### config.mk
export PLATFORM = sky130hd
export DESIGN_NAME = descrambler_bypass_ctrl
export DESIGN_NICKNAME = d
export VERILOG_FILES = /design/src/rtl/descrambler_bypass_ctrl.sv
export SDC_FILE = /design/constraint.sdc
export NUM_CORES = 1
export LEC_CHECK = 0
export BUFFER_PORTS_ARGS = -buffer_cell sky130_fd_sc_hd__buf_2
export CORE_UTILIZATION = 62
export DETAILED_ROUTE_END_ITERATION = 12
export PLACE_DENSITY = 0.83
export SETUP_SLACK_MARGIN = 0.1
export SKIP_CTS_REPAIR_TIMING = 1
export SLEW_MARGIN = 20
export SYNTH_ARGS = -nofsm -noshare
export SYNTH_HDL_FRONTEND = slang
export SYNTH_SLANG_ARGS = --single-unit
### constraint.sdc
create_clock -name clk -period 5.5 [get_ports clk]
set_input_delay 1.65 -clock clk [delete_from_list [all_inputs] [get_ports clk]]
set_output_delay 1.65 -clock clk [all_outputs]
set_load 0.03 [all_outputs]
### src/rtl/descrambler_bypass_ctrl.sv
// descrambler_bypass_ctrl: per-lane descrambler bypass, LFSR hold and seed-load control
// Each lane runs an IDLE/BUSY FSM timed by a down-counter loaded with the OS length in PIPE cycles.
module descrambler_bypass_ctrl #(
  parameter int NUM_LANES = 16,
  parameter int CNT_W     = 5
) (
  input  logic                   clk,
  input  logic                   reset,
  input  logic [2:0]             gen,
  input  logic [5:0]             pipe_width,
  input  logic [NUM_LANES-1:0]   os_start,
  input  logic [2*NUM_LANES-1:0] os_type,
  output logic [NUM_LANES-1:0]   bypass,
  output logic [NUM_LANES-1:0]   lfsr_hold,
  output logic [NUM_LANES-1:0]   seed_load,
  output logic [NUM_LANES-1:0]   os_overlap,
  output logic                   cfg_err
);
  typedef enum logic {IDLE, BUSY} state_t;
  state_t               state_q [NUM_LANES];
  state_t               state_d [NUM_LANES];
  logic [CNT_W-1:0]     cnt_q   [NUM_LANES];
  logic [CNT_W-1:0]     cnt_d   [NUM_LANES];
  logic [NUM_LANES-1:0] g12_q, g12_d, skp_q, skp_d, eie_q, eie_d;
  logic [NUM_LANES-1:0] first_q, first_d, ovl_q, ovl_d;
  logic                 cfg_err_q, cfg_err_d;
  logic                 gen_ok, width_ok, g12_in;
  logic [1:0]           sh;
  always_comb begin
    gen_ok    = (gen != 3'd0) && (gen < 3'd6);
    width_ok  = (pipe_width == 6'd8) || (pipe_width == 6'd16) || (pipe_width == 6'd32);
    g12_in    = (gen == 3'd1) || (gen == 3'd2);
    sh        = (pipe_width == 6'd16) ? 2'd1 : (pipe_width == 6'd32) ? 2'd2 : 2'd0;
    cfg_err_d = !gen_ok || !width_ok;
  end
  // A busy lane may only accept a new OS on its final count cycle (back-to-back).
  always_comb begin
    logic             run;
    logic             start;
    logic [1:0]       ty;
    logic [CNT_W-1:0] len;
    for (int i = 0; i < NUM_LANES; i++) begin
      ty         = os_type[2*i +: 2];
      run        = (state_q[i] == BUSY) && (cnt_q[i] != '0);
      start      = os_start[i] && gen_ok && !run;
      len        = (g12_in && ty == 2'd1) ? CNT_W'(4) : CNT_W'(16);
      state_d[i] = (start || run) ? BUSY : IDLE;
      cnt_d[i]   = start ? (len >> sh) - CNT_W'(1) : run ? cnt_q[i] - CNT_W'(1) : '0;
      g12_d[i]   = start ? g12_in : g12_q[i];
      skp_d[i]   = start ? (ty == 2'd1) : skp_q[i];
      eie_d[i]   = start ? (ty == 2'd2) : eie_q[i];
      first_d[i] = start;
      ovl_d[i]   = os_start[i] && run;
    end
  end
  always_ff @(posedge clk or negedge reset) begin
    if (!reset) begin
      for (int i = 0; i < NUM_LANES; i++) begin
        state_q[i] <= IDLE;
        cnt_q[i]   <= '0;
      end
      g12_q     <= '0;
      skp_q     <= '0;
      eie_q     <= '0;
      first_q   <= '0;
      ovl_q     <= '0;
      cfg_err_q <= 1'b0;
    end else begin
      for (int i = 0; i < NUM_LANES; i++) begin
        state_q[i] <= state_d[i];
        cnt_q[i]   <= cnt_d[i];
      end
      g12_q     <= g12_d;
      skp_q     <= skp_d;
      eie_q     <= eie_d;
      first_q   <= first_d;
      ovl_q     <= ovl_d;
      cfg_err_q <= cfg_err_d;
    end
  end
  // Gen1/2 reseeds at the COM of every OS; Gen3+ reseeds only as an EIEOS finishes.
  always_comb begin
    for (int i = 0; i < NUM_LANES; i++) begin
      bypass[i]     = (state_q[i] == BUSY);
      lfsr_hold[i]  = (state_q[i] == BUSY) && g12_q[i] && skp_q[i];
      seed_load[i]  = (state_q[i] == BUSY) && (g12_q[i] ? first_q[i] : (eie_q[i] && cnt_q[i] == '0));
      os_overlap[i] = ovl_q[i];
    end
    cfg_err = cfg_err_q;
  end
endmodule

==> impl_metrics.yaml, run 1 <==
setup_path:
  crit_required_ns: 3.85
  cp-start-kind: "flop"
  crit_arrival_ns: 2.30
  reg2reg_depth: 7
  timing.rr.start: "cnt_q[45]$_DFF_PN0_"
  rrSetupSlack_ns: 3.16
  cp_slowest_cell: "or3b_2"
  worst_setup_path_end_kind: "primary output"
  crit_chain: "inv_1 > ha_1 > or3b_2 > nor4b_1 > a21oi_1 > nor2b_1 > buf_2"
  cp_max_fo: 3
  rr_endpoint: "cnt_q[47]$_DFF_PN0_"
  critPathMaxStageDelay_ns: 0.50
  critPathKind: "flop to primary output"
floorplanning:
  ios: 124
  start_util: 0.6397
  die_w_um: 121.9
  core-area_sq_um: 13930
  die_h_um: 121.9
  rows: 43
  die_area_sq_um: 14860
synth:
  postSynthCellCount: 922
  synth_seq_cells: 177
  synth_edf_count: 0
  synth_ff_type: "dfrtp_1"
  synth_top_area_cell: "dfrtp_1"
  synth_top_cell_area_share: 0.4969
  syn_area_sq_um: 8914
  synth_xor_area_frac: 0.04997
  synth_area_leaders: "dfrtp_1 (50%), nand2_1 (6.4%), xnor2_1 (4.8%)"
  synthTopCellsByCount: "dfrtp_1 (177), nand2_1 (152), o21ai_0 (85), inv_1 (65), xnor2_1 (49)"
  synth_cell_types: 42
  synthSimpleGateAreaFrac: 0.2245
  yosys.area_share.adder: 0.04492
  async_flop_share: 1.000
  yosys-mux-area-fraction: 0.01123
  syn_avg_cell_area_sq_um: 9.668
  synth_nets: 1013
  synth_warnings: 0
  synth_compound_area_frac: 0.1272
  yosysMostFrequentCell: "dfrtp_1"
  ys_seq_area_frac: 0.4969
  synth_top_family_by_area: "simple AND/OR/NAND/NOR gates"
clock_tree:
  worstSkewPairLatency_ns: 0.43
  clockRootBuffer: "clkbuf_16"
  clockBufferDepth: 2
  htree_levels: 4
  clock_sinks: 177
  cts_tree: "yes"
  path_clk_slew_ns: 0.06
  cts_made_buffers: 17
pwr:
  power.density_nw_per_um2: 540.4
  p_leak_nw: 4.796
  ir_drop_mv: 0.3428
sta:
  relSlewSlack: 0.3675
  clock.fmax_mhz: 253.5
  finalCritPeriodShare: 0.7173
  clock_skew_ns: 0.006570
  period_needed_ns: 3.945
  rsz0062_at_grt: "no"
  drv_slew: 0
  worst_pin_slew_ns: 0.9488
  finalHoldViolCount: 0
  setup_violations: 0
  setup_tns_ns: 0
drt:
  routed-via-count: 7124
  drc: 0
  routed_wl_um: 19890
  drt-initial-drc-count: 494
  dr.pass1.iters: 5
  wl_per_cell_um: 16.15
  via_per_inst: 5.787
  postRouteAntennaNets: 0
min_path:
  min_to: "skp_q[11]$_DFFE_PN0P_"
  whs_path_depth: 2
  worstHoldPathType: "flop to flop"
  min_from: "skp_q[11]$_DFFE_PN0P_"
layout:
  multi_input_area_sq_um: 4105
  fin_cells: 1231
  n_fill_cell: 1015
  synthToLayoutAreaGrowth_pct: 15.17
  drive_above_1_share: 0.1798
  diodes: 0
  final_net_count: 1131
  regArea_sq_um: 4429
grt:
  antenna_found_initial: 0
  grt-ovfl-total: 0
  grt_pass1_vias: 6812
  grt_usage: 0.2844
  grt_max_degree: 105
  grt_pass1_wl_um: 32440
place:
  post-dp-hpwl_um: 13420
  routabilityCongestion: 0.8449
  dp.cells: 1201
  port-buffer-count: 123
outcome:
  status: "finished, final reports clean"
run:
  max_cap_violations: 0
[routing by layer]
metal  up-vias  wire length [um]  global-route usage
met5         -                 0                   0
li1       3429                 -                   -
met1      3444              8536              0.3649
met4         0               357              0.1065
met2       217             10030              0.4770
met3        34               960             0.05618
[metrics by stage]
stage / total power, mW / area (sq um) / hold WS (ns) / util / setup slack (ns)
after floorplan: 3.770 / 8914 / 0.4420 / - / 1.744
after global placement: 4.207 / 9683 / 0.4543 / 0.6949 / 1.351
after detailed placement: 4.310 / 9683 / 0.4631 / 0.6949 / 1.307
after CTS: 5.554 / 10270 / 0.4763 / 0.7367 / 1.525
after global routing: 5.896 / 10270 / 0.4942 / 0.7367 / 1.364
final: 5.548 / 10270 / 0.4729 / 0.7367 / 1.555
[logic make-up after synthesis]
| family | after synthesis |
|---|---|
| flip-flops | 177 |
| AND/OR/NAND/NOR | 377 |
| adder cells (fa/ha/maj) | 32 |
| XOR/XNOR | 50 |
| buffers and inverters | 95 |
| AO/OA/AOI/OAI | 181 |
| multiplexers | 10 |
[sequential cells by signal, summed over array words and instances (netlist names)]
signal      count
g12_q          16
bypass         16
cnt_q          80
eie_q          16
os_overlap     16
first_q        16
skp_q          16
cfg_err         1
[worst max-delay path, delay by kind of cell (launching register included)]
family                   cells  cell delay, ns
AND/OR/NAND/NOR              3            0.92
adder cells (fa/ha/maj)      1            0.17
AO/OA/AOI/OAI                1            0.11
flip-flops                   1            0.40
buffers and inverters        2            0.27
[worst max path at each step]
| stage | to | start | cells after the start |
|---|---|---|---|
| detailed placement | cnt_q[79]$_DFF_PN0_ | pipe_width[1] | 9 |
| finish | seed_load[0] | cnt_q[75]$_DFF_PN0_ | 7 |
| floorplan | cnt_q[27]$_DFF_PN0_ | pipe_width[1] | 7 |
| global route | seed_load[0] | cnt_q[75]$_DFF_PN0_ | 7 |
| global placement | cnt_q[4]$_DFF_PN0_ | pipe_width[1] | 9 |
| CTS | seed_load[0] | cnt_q[75]$_DFF_PN0_ | 7 |
[cells in the final DEF, fill, tap and decap left out, drive strengths merged, types with 6 or more instances in the layout]
| cell | n |
|---|---|
| a31oi | 6 |
| a32o | 15 |
| and2 | 14 |
| and3 | 16 |
| buf | 129 |
| clkbuf | 23 |
| dfrtp | 177 |
| ha | 32 |
| inv | 65 |
| mux2i | 10 |
| nand2 | 152 |
| nand2b | 46 |
| nand3 | 44 |
| nor2 | 36 |
| nor3 | 36 |
| nor4b | 16 |
| o21ai | 96 |
| o22ai | 41 |
| o2bb2ai | 16 |
| or4 | 7 |
| xnor2 | 50 |
[report_power, final]
group	internal, mW	switching [mW]	leakage [nW]
Combinational	0.827	1.25	2.29
Sequential	1.85	0.396	2.22
Clock	0.753	0.477	0.285
[cell type report]
cell class	instances	share of cell area
clock inverter	7	0.01316
timing repair buffer	129	0.06618
tap	180	0.02194
clock buffer	23	0.04363
sequential	177	0.4314
inverter	65	0.02377
multi-input combinational	650	0.3999
(Power assumes the default switching activity.)
==> inputs of run 2 (changes only) <==
- ABC_AREA: not set -> 1
- CORE_UTILIZATION: 62 -> 58
- PLACE_DENSITY: 0.83 -> 0.78
- clock period: 5.5 -> 3.8 ns (I/O delays scaled with it)
==> run 2 against run 1 <==
Compared with the run above: combinational power rose by 43%; clock skew rose by 0.00087 ns; cell area is 6.3% higher; clock power increased by 63%; synthesized area grew 5.7%; largest cell class unchanged; largest power group unchanged; highest routed layer unchanged.
==> impl_metrics.yaml, run 2 <==
sta:
  clock_skew_ns: 0.007441
  worst_pin_slew_ns: 0.8021
  holdWs_ns: 0.4721
  finalCritPeriodShare: 0.8263
  period_needed_ns: 3.140
  relSlewSlack: 0.4638
  setup_violations: 0
  drv_slew: 0
  rsz0062_at_grt: "no"
  finalHoldViolCount: 0
  clock.fmax_mhz: 318.5
  setup_tns_ns: 0
setup_path:
  crit_required_ns: 2.66
  worst_setup_path_end_kind: "primary output"
  cp-start-kind: "flop"
  reg2reg_depth: 10
  crit_buf_inv: 3
  crit_arrival_ns: 2.00
  crit_chain: "inv_1 > ha_1 > inv_1 > nor3_1 > nand2_1 > o21ai_0 > buf_2"
  cp_num_cells: 7
  critPathKind: "flop to primary output"
  cp_max_fo: 3
  critPathMaxStageDelay_ns: 0.38
  cp_common_cell: "inv_1"
  cp_slowest_cell: "dfrtp_1"
  path_delay_family: "buffers and inverters"
layout:
  final_common_cell: "nand2_1"
  most-common-layout-cells: "nand2_1 (333), dfrtp_1 (177), inv_1 (166)"
  diodes: 0
  drive_above_1_share: 0.1850
  largest_reg_flops: 80
  regMostFlops: "cnt_q"
  synthToLayoutAreaGrowth_pct: 15.84
  n_fill_cell: 1299
  final_net_count: 1381
synth:
  syn_area_sq_um: 9423
  synth_top_area_cell: "dfrtp_1"
  async_flop_share: 1.000
  synth_nets: 1250
  synthTopCellsByCount: "nand2_1 (333), dfrtp_1 (177), inv_1 (166), nand3_1 (106), o21ai_0 (87)"
  ys_seq_area_frac: 0.4701
  synth_top_cell_area_share: 0.4701
  syn_avg_cell_area_sq_um: 8.130
  synth_ff_type: "dfrtp_1"
  synth_area_leaders: "dfrtp_1 (47%), nand2_1 (13%), inv_1 (6.6%)"
  yosysMostFrequentCell: "nand2_1"
  synth_cell_types: 35
  postSynthCellCount: 1159
  synth_warnings: 0
  synth_edf_count: 0
  synth_seq_cells: 177
grt:
  grt_pass1_wl_um: 34820
  grt_max_degree: 75
  grt-ovfl-total: 0
  grt_pass1_vias: 7643
  grt_usage: 0.2658
  antenna_found_initial: 0
pwr:
  p_leak_nw: 5.933
  ir_drop_mv: 0.4414
  power.density_nw_per_um2: 739.9
clock_tree:
  clockBufferDepth: 2
  clock_sinks: 177
  clockRootBuffer: "clkbuf_16"
  htree_levels: 4
  cts_tree: "yes"
  worstSkewPairLatency_ns: 0.44
  path_clk_slew_ns: 0.07
  cts_made_buffers: 17
floorplanning:
  die_w_um: 129.5
  ios: 124
  die_area_sq_um: 16760
  core-area_sq_um: 15890
  die_h_um: 129.5
  start_util: 0.5932
  rows: 46
drt:
  wl_per_cell_um: 13.56
  drc: 0
  dr.pass1.iters: 5
  routed-via-count: 7904
  postRouteAntennaNets: 0
  drt-initial-drc-count: 468
  via_per_inst: 5.203
  routed_wl_um: 20600
min_path:
  whs_path_depth: 1
  worstHoldPathType: "flop to flop"
place:
  post-dp-hpwl_um: 14080
  routabilityCongestion: 0.8548
  port-buffer-count: 123
run:
  max_cap_violations: 0
outcome:
  status: "finished, final reports clean"
## run 2: path summary, 6_finish.rpt
path / from / endpoint / slack [ns]
worst min-delay path: cnt_q[70]$_DFF_PN0_ / cnt_q[70]$_DFF_PN0_ / 0.47
worst max register to register: cnt_q[10]$_DFF_PN0_ / cnt_q[14]$_DFF_PN0_ / 1.98
max in group asynchronous: reset / g12_q[3]$_DFFE_PN0P_ / 2.31
worst max-delay path: cnt_q[30]$_DFF_PN0_ / seed_load[9] / 0.66
min in group asynchronous: reset / g12_q[10]$_DFFE_PN0P_ / 0.72
worst min register to register: cnt_q[70]$_DFF_PN0_ / cnt_q[70]$_DFF_PN0_ / 0.47
## run 2: cell families (layout without fill, tap and decap cells)
logic type,count (synthesis),in the layout,share of synthesized area
AO/OA/AOI/OAI,153,153,0.09321
AND/OR/NAND/NOR,581,581,0.2915
flip-flops,177,177,0.4701
XOR/XNOR,16,16,0.01487
adder cells (fa/ha/maj),32,32,0.04249
buffers and inverters,200,344,0.08790
## run 2: final cells by class
cell class	instances	area, sq um	share of cell area
well taps	216	270.3	0.02476
clock buffers	18	439.2	0.04023
multi-input cells	782	4165	0.3816
flip-flops and latches	177	4429	0.4058
repair buffers	126	669.4	0.06132
inverters	186	705.7	0.06465
clock inverters	14	236.5	0.02166
## run 2: where the power goes
part           switching [mW]  leakage, nW  internal [mW]
registers               0.471         2.21           2.65
clock network           0.746        0.326           1.25
logic                    1.94         3.39           1.03
total                    3.15         5.93           4.92
## run 2: stage by stage
step	area [sq um]	utilization	cells	worst slack [ns]	total power [mW]
CTS	10920	0.6871	1519	0.6771	8.109
detailed placement	10240	0.6446	1487	0.7569	6.097
floorplan	9423	-	1159	1.004	5.301
finish	10920	0.6871	1519	0.6602	8.077
global placement	10240	0.6446	1487	0.8470	5.968
global route	10920	0.6871	1519	0.5327	8.695
## run 2: metal layers
layer | vias up | track usage | routed length (um)
met4 | 0 | 0.1272 | 511
li1 | 3997 | - | -
met3 | 43 | 0.04294 | 920
met2 | 199 | 0.4466 | 10120
met1 | 3665 | 0.3370 | 9055
met5 | - | 0 | 0
